===== src/rtl/axi_lite_pkg.sv =====
// Shared AXI4-Lite definitions: response codes and channel FSM state encodings.
package axi_lite_pkg;

  localparam logic [1:0] RESP_OKAY   = 2'd0;
  localparam logic [1:0] RESP_SLVERR = 2'd2;

  typedef enum logic [1:0] {
    W_IDLE    = 2'd0,
    W_WAIT_W  = 2'd1,
    W_WAIT_AW = 2'd2,
    W_RESP    = 2'd3
  } w_state_e;

  typedef enum logic {
    R_IDLE = 1'b0,
    R_DATA = 1'b1
  } r_state_e;

  // Response code for an access, selected by whether its register index exists.
  function automatic logic [1:0] resp_for(input logic in_range);
    return in_range ? RESP_OKAY : RESP_SLVERR;
  endfunction

endpackage


===== src/rtl/axi_lite_regfile.sv =====
// AXI4-Lite slave register file: DEPTH word registers with byte-strobe writes,
// independent write/read channels, OKAY in range and SLVERR out of range.
// All handshake/response outputs are registered, so they read 0 during reset
// and the ready signals rise on the first clock edge after reset release.
module axi_lite_regfile
  import axi_lite_pkg::*;
#(
  parameter int DATA_WIDTH = 32,
  parameter int ADDR_WIDTH = 8,
  parameter int RESP_WIDTH = 3,
  parameter int DEPTH      = 16
) (
  input  logic                    s_axi_aclk,
  input  logic                    s_axi_aresetn,
  input  logic [ADDR_WIDTH-1:0]   s_axi_awaddr,
  input  logic                    s_axi_awvalid,
  output logic                    s_axi_awready,
  input  logic [DATA_WIDTH-1:0]   s_axi_wdata,
  input  logic [DATA_WIDTH/8:0]   s_axi_wstrb,
  input  logic                    s_axi_wvalid,
  output logic                    s_axi_wready,
  output logic [RESP_WIDTH-1:0]   s_axi_bresp,
  output logic                    s_axi_bvalid,
  input  logic                    s_axi_bready,
  input  logic [ADDR_WIDTH-1:0]   s_axi_araddr,
  input  logic                    s_axi_arvalid,
  output logic                    s_axi_arready,
  output logic [DATA_WIDTH-1:0]   s_axi_rdata,
  output logic [RESP_WIDTH-1:0]   s_axi_rresp,
  output logic                    s_axi_rvalid,
  input  logic                    s_axi_rready
);

  localparam int NB = DATA_WIDTH / 8;
  localparam int IW = ADDR_WIDTH - 2;
  localparam logic [IW:0] DEPTH_L = (IW + 1)'(DEPTH);

  w_state_e              w_state_r, w_next_s;
  r_state_e              r_state_r, r_next_s;
  logic                  awready_r, wready_r, bvalid_r, arready_r, rvalid_r;
  logic [RESP_WIDTH-1:0] bresp_r, rresp_r;
  logic [DATA_WIDTH-1:0] rdata_r;
  logic [ADDR_WIDTH-1:0] aw_addr_r;
  logic [DATA_WIDTH-1:0] w_data_r;
  logic [NB-1:0]         w_strb_r;
  logic [DATA_WIDTH-1:0] regs_r [DEPTH];

  logic                  aw_hs_s, w_hs_s, ar_hs_s, commit_s;
  logic [ADDR_WIDTH-1:0] commit_addr_s;
  logic [DATA_WIDTH-1:0] commit_data_s;
  logic [NB-1:0]         commit_strb_s;
  logic [IW-1:0]         commit_idx_s, ar_idx_s;
  logic                  commit_in_range_s, ar_in_range_s;
  logic [DATA_WIDTH-1:0] ar_word_s;
  logic                  unused_s;

  // The strobe MSB and the byte offset bits carry no meaning for word registers.
  assign unused_s = ^{s_axi_wstrb[NB], s_axi_awaddr[1:0], s_axi_araddr[1:0]};

  assign aw_hs_s = s_axi_awvalid & awready_r;
  assign w_hs_s  = s_axi_wvalid  & wready_r;
  assign ar_hs_s = s_axi_arvalid & arready_r;

  assign commit_idx_s      = commit_addr_s[ADDR_WIDTH-1:2];
  assign commit_in_range_s = ({1'b0, commit_idx_s} < DEPTH_L);
  assign ar_idx_s          = s_axi_araddr[ADDR_WIDTH-1:2];
  assign ar_in_range_s     = ({1'b0, ar_idx_s} < DEPTH_L);

  // Write FSM next state; picks address/data from the latch or the live bus at commit.
  always_comb begin
    w_next_s      = w_state_r;
    commit_s      = 1'b0;
    commit_addr_s = s_axi_awaddr;
    commit_data_s = s_axi_wdata;
    commit_strb_s = s_axi_wstrb[NB-1:0];
    case (w_state_r)
      W_IDLE: begin
        if (aw_hs_s && w_hs_s) begin
          commit_s = 1'b1;
          w_next_s = W_RESP;
        end else if (aw_hs_s) begin
          w_next_s = W_WAIT_W;
        end else if (w_hs_s) begin
          w_next_s = W_WAIT_AW;
        end else begin
          w_next_s = W_IDLE;
        end
      end
      W_WAIT_W: begin
        commit_addr_s = aw_addr_r;
        if (w_hs_s) begin
          commit_s = 1'b1;
          w_next_s = W_RESP;
        end else begin
          w_next_s = W_WAIT_W;
        end
      end
      W_WAIT_AW: begin
        commit_data_s = w_data_r;
        commit_strb_s = w_strb_r;
        if (aw_hs_s) begin
          commit_s = 1'b1;
          w_next_s = W_RESP;
        end else begin
          w_next_s = W_WAIT_AW;
        end
      end
      W_RESP: begin
        if (s_axi_bready) begin
          w_next_s = W_IDLE;
        end else begin
          w_next_s = W_RESP;
        end
      end
      default: w_next_s = W_IDLE;
    endcase
  end

  // Write state, registered handshake outputs and the address/data holding latches.
  always_ff @(posedge s_axi_aclk or negedge s_axi_aresetn) begin
    if (!s_axi_aresetn) begin
      w_state_r <= W_IDLE;
      awready_r <= 1'b0;
      wready_r  <= 1'b0;
      bvalid_r  <= 1'b0;
      bresp_r   <= '0;
      aw_addr_r <= '0;
      w_data_r  <= '0;
      w_strb_r  <= '0;
    end else begin
      w_state_r <= w_next_s;
      awready_r <= (w_next_s == W_IDLE) || (w_next_s == W_WAIT_AW);
      wready_r  <= (w_next_s == W_IDLE) || (w_next_s == W_WAIT_W);
      bvalid_r  <= (w_next_s == W_RESP);
      if (commit_s) bresp_r <= RESP_WIDTH'(resp_for(commit_in_range_s));
      if (aw_hs_s) aw_addr_r <= s_axi_awaddr;
      if (w_hs_s) begin
        w_data_r <= s_axi_wdata;
        w_strb_r <= s_axi_wstrb[NB-1:0];
      end
    end
  end

  // Register array: cleared on reset, byte-merged on an in-range commit.
  always_ff @(posedge s_axi_aclk or negedge s_axi_aresetn) begin
    if (!s_axi_aresetn) begin
      for (int i = 0; i < DEPTH; i++) regs_r[i] <= '0;
    end else if (commit_s && commit_in_range_s) begin
      for (int i = 0; i < DEPTH; i++) begin
        for (int b = 0; b < NB; b++) begin
          if ((commit_idx_s == IW'(i)) && commit_strb_s[b]) begin
            regs_r[i][8*b +: 8] <= commit_data_s[8*b +: 8];
          end
        end
      end
    end
  end

  // Read mux over the register array for the live AR index.
  always_comb begin
    ar_word_s = '0;
    for (int i = 0; i < DEPTH; i++) begin
      ar_word_s = (ar_idx_s == IW'(i)) ? regs_r[i] : ar_word_s;
    end
  end

  // Read FSM next state.
  always_comb begin
    r_next_s = r_state_r;
    case (r_state_r)
      R_IDLE: begin
        if (ar_hs_s) r_next_s = R_DATA;
        else         r_next_s = R_IDLE;
      end
      R_DATA: begin
        if (s_axi_rready) r_next_s = R_IDLE;
        else              r_next_s = R_DATA;
      end
      default: r_next_s = R_IDLE;
    endcase
  end

  // Read state and registered response; array is sampled before any same-edge write lands.
  always_ff @(posedge s_axi_aclk or negedge s_axi_aresetn) begin
    if (!s_axi_aresetn) begin
      r_state_r <= R_IDLE;
      arready_r <= 1'b0;
      rvalid_r  <= 1'b0;
      rdata_r   <= '0;
      rresp_r   <= '0;
    end else begin
      r_state_r <= r_next_s;
      arready_r <= (r_next_s == R_IDLE);
      rvalid_r  <= (r_next_s == R_DATA);
      if (ar_hs_s) begin
        rdata_r <= ar_in_range_s ? ar_word_s : '0;
        rresp_r <= RESP_WIDTH'(resp_for(ar_in_range_s));
      end
    end
  end

  assign s_axi_awready = awready_r;
  assign s_axi_wready  = wready_r;
  assign s_axi_bvalid  = bvalid_r;
  assign s_axi_bresp   = bresp_r;
  assign s_axi_arready = arready_r;
  assign s_axi_rvalid  = rvalid_r;
  assign s_axi_rdata   = rdata_r;
  assign s_axi_rresp   = rresp_r;

endmodule

===== config.mk =====
export PLATFORM = sky130hd
export DESIGN_NAME = axi_lite_regfile
export DESIGN_NICKNAME = d
export VERILOG_FILES = /design/src/rtl/axi_lite_pkg.sv /design/src/rtl/axi_lite_regfile.sv
export SDC_FILE = /design/constraint.sdc
export NUM_CORES = 1
export LEC_CHECK = 0
export ABC_AREA = 1
export CORE_MARGIN = 5
export CORE_UTILIZATION = 35
export CTS_CLUSTER_SIZE = 24
export DETAILED_ROUTE_END_ITERATION = 16
export DONT_BUFFER_PORTS = 1
export PLACE_DENSITY = 0.54
export SLEW_MARGIN = 25
export SYNTH_ARGS = -nofsm -noshare
export SYNTH_HDL_FRONTEND = slang
export SYNTH_SLANG_ARGS = --single-unit

===== constraint.sdc =====
create_clock -name s_axi_aclk -period 2.8 [get_ports s_axi_aclk]
set_input_delay 0.42 -clock s_axi_aclk [delete_from_list [all_inputs] [get_ports s_axi_aclk]]
set_output_delay 0.42 -clock s_axi_aclk [all_outputs]
set_load 0.05 [all_outputs]

==> flow_metrics.tcl <==
set metrics [dict create \
    synth-async-reset-ratio 1.00 \
    startpoint_type "register" \
    drt-vias-per-instance 4.88 \
    report.final.hold_viol_count 25 \
    clkTransAtPathRegs_ns 0.06 \
    seq_area_um2 14900 \
    maxSlewHeadroom 0.466 \
    violations "negative hold slack" \
    setup_ws_ns 0.192 \
    hpwl_um 47900 \
    tritoncts "done" \
    start_util 0.351 \
    synth_warnings 0 \
    routedWlPerCell_um 16.7 \
    syn-instance-count 3197 \
    synthToLayoutAreaGrowth_pct 14.9 \
    num_vias 20842 \
    ys_ff_latch 595 \
    min_period_over_period 0.932 \
    cap_violations 0 \
    ys_top_cells_by_area "dfrtp_1 (56%), nand2_1 (16%), o21ai_0 (11%), inv_1 (2.9%), nand4_1 (2.8%)" \
    critPathKind "reg2reg" \
    synth-xor-area-share 0 \
    setup-violations-final 0 \
    grt_max_degree 596 \
    synth_top_area_frac 0.560 \
    outcome "complete, but fails checks" \
    post-route-min-period_ns 2.61 \
    yosysSeqAreaShare 0.560 \
    holdWs_ns -0.0161 \
    cp.arrival_ns 3.10 \
    cts.sink_count 595 \
    clk_latency_ns 0.59 \
    htreeDepth 3 \
    rows 101 \
    rsz0062_at_grt "true" \
    finalMaxSlewViolations 0 \
    crit_fanout 16 \
    syn_area_um2 26600 \
    die_w_um 286 \
    core-area_um2 75700 \
    synth_cell_type_count 31 \
    die-area_um2 81600 \
    yosys-top-cells-count "nand2_1 (1112), dfrtp_1 (595), o21ai_0 (581)" \
    io_buffers 0 \
    yosys.area_share.simple 0.234 \
    fmax_mhz 383 \
    synth_edf_count 0 \
    nNetsFinal 3316 \
    clock_path_buffers 3 \
    multi_input_area_um2 9980 \
    endpoint_kind "register" \
    final_area_um2 30500 \
    power_density_nw_per_um2 812 \
    drive_above_1_share 0.0955 \
    n_antenna_cell 0 \
    place_inst 4127 \
    ant_nets 0 \
    first_iter_violations 1536 \
    first_pass_iters 5 \
    antenna_found_initial 1 \
    post-place-ws_ns -0.0267 \
    synth_top_family_by_area "simple AND/OR/NAND/NOR gates" \
    place.gp.congestion 0.753 \
    synth_area_leader_cell "dfrtp_1" \
    postCtsSetupBuffers 0 \
    grt_pass1_vias 20216 \
    grt_util_all_layers 0.175 \
    min_path_type "in2async" \
    drc 0 \
    grt_pass1_wl_um 115000 \
    io_pins 103 \
    ys.flop_type "dfrtp_1" \
    synthMuxAreaShare 0.00320 \
    cts_made_buffers 67 \
    synth_compound_area_frac 0.133 \
    die_h_um 286 \
    grt-ovfl-total 0 \
    dpl_cell_area_um2 27900 \
    ir_drop_uv 382 \
    wirelength_um 71600 \
    fillers 7740 \
    worstPathRequired_ns 3.29 \
    tightestPinTransition_ns 0.802 \
    yosysMostFrequentCell "nand2_1" \
    yosys.area_share.adder 0 \
    ff2ff_path_depth 8 \
    leakagePower_nw 14.2 \
    post-route-util 0.403 \
    cts.root.buffer_cell "clkbuf_16" \
    layout.cells.non_filler 4275 \
    fin_skew_ns 0.0217 \
    synth_area_per_cell_um2 8.32 \
]
layout make-up:
class                      instances  share of cell area
clock buffer                     103              0.0661
clock inverter                     7             0.00217
inverter                         209              0.0257
multi-input combinational       2213               0.327
sequential                       595               0.488
tap                              978              0.0401
timing repair buffer             170              0.0514
worst max-delay path: stages (launching register included):
cell	delay, ns
dfrtp_1	0.42
inv_1	0.10
nand2_2	0.14
o31ai_4	0.38
nand4_4	0.28
a211oi_4	0.22
buf_4	0.30
nand2_1	0.36
o21ai_0	0.29
routing by layer:
layer  wire, µm  vias up  global-route usage
li1           -    10461                   -
met1      31700     9970               0.227
met2      36100      316               0.310
met3       2220       95              0.0195
met4       1610        0              0.0503
met5          0        -                   0
state kept, by name (all words and copies together) (netlist names):
signal	count
regs_r	512
s_axi_rdata	32
w_data_r	32
aw_addr_r	6
w_strb_r	4
w_state_r	2
s_axi_arready	1
s_axi_awready	1
s_axi_bresp	1
s_axi_bvalid	1
s_axi_rresp	1
s_axi_rvalid	1
s_axi_wready	1
where the power goes:
group / leakage, nW / switching, W / internal (W)
Combinational: 4.97 / 0.00337 / 0.00152
Clock: 1.02 / 0.00345 / 0.00502
Sequential: 8.19 / 0.00108 / 0.0104
kinds of logic (layout without fill, tap and decap cells):
group                  Yosys count  in the layout
muxes                            8              8
other                            1              4
AOI/OAI and AO/OA              688            688
and+or+nand+nor               1513           1513
DFF                            595            595
buffers and inverters          392            489
per-stage QoR:
step | TNS (ns) | total power, W
4_1_cts | 0 | 0.0250
5_1_grt | -1.34 | 0.0263
3_3_place_gp | -0.0486 | 0.0162
6_report | 0 | 0.0248
3_5_place_dp | -0.285 | 0.0163
2_1_floorplan | 0 | 0.0144
cell usage in the layout (no fill, tap or decap), drive strengths merged:
master          n
conb            4
nor3            3
dlygate4sd3    32
nor4            1
nand2        1123
clkinv          6
o31ai           1
inv           208
nor2          178
clkinvlp        1
clkbuf        103
mux2i           4
o21bai          2
o21ai         617
nand3          63
dfrtp         595
buf           138
a211oi          4
a21oi          64
nand4         118
or2            27
mux2            4
bufinv          1
final timing paths:
path / from / endpoint / slack [ns]
max: w_state_r[1] / regs_r[247] / 0.19
min: s_axi_aresetn / regs_r[50] / -0.02
max reg2reg: w_state_r[1] / regs_r[247] / 0.19
min reg2reg: regs_r[187] / regs_r[187] / 0.47
max in group asynchronous: s_axi_aresetn / w_state_r[1] / 0.98
min in group s_axi_aclk: s_axi_awaddr[4] / aw_addr_r[4] / 0.02
what timing repair did:
action | CTS | global route
endpoints found under the hold margin | 626 | 323
endpoints found under the setup margin | 21 | 82
hold buffers | 31 | 3
gates resized for setup | 1 | 22
Note: power is estimated with default switching activity, not from simulation.
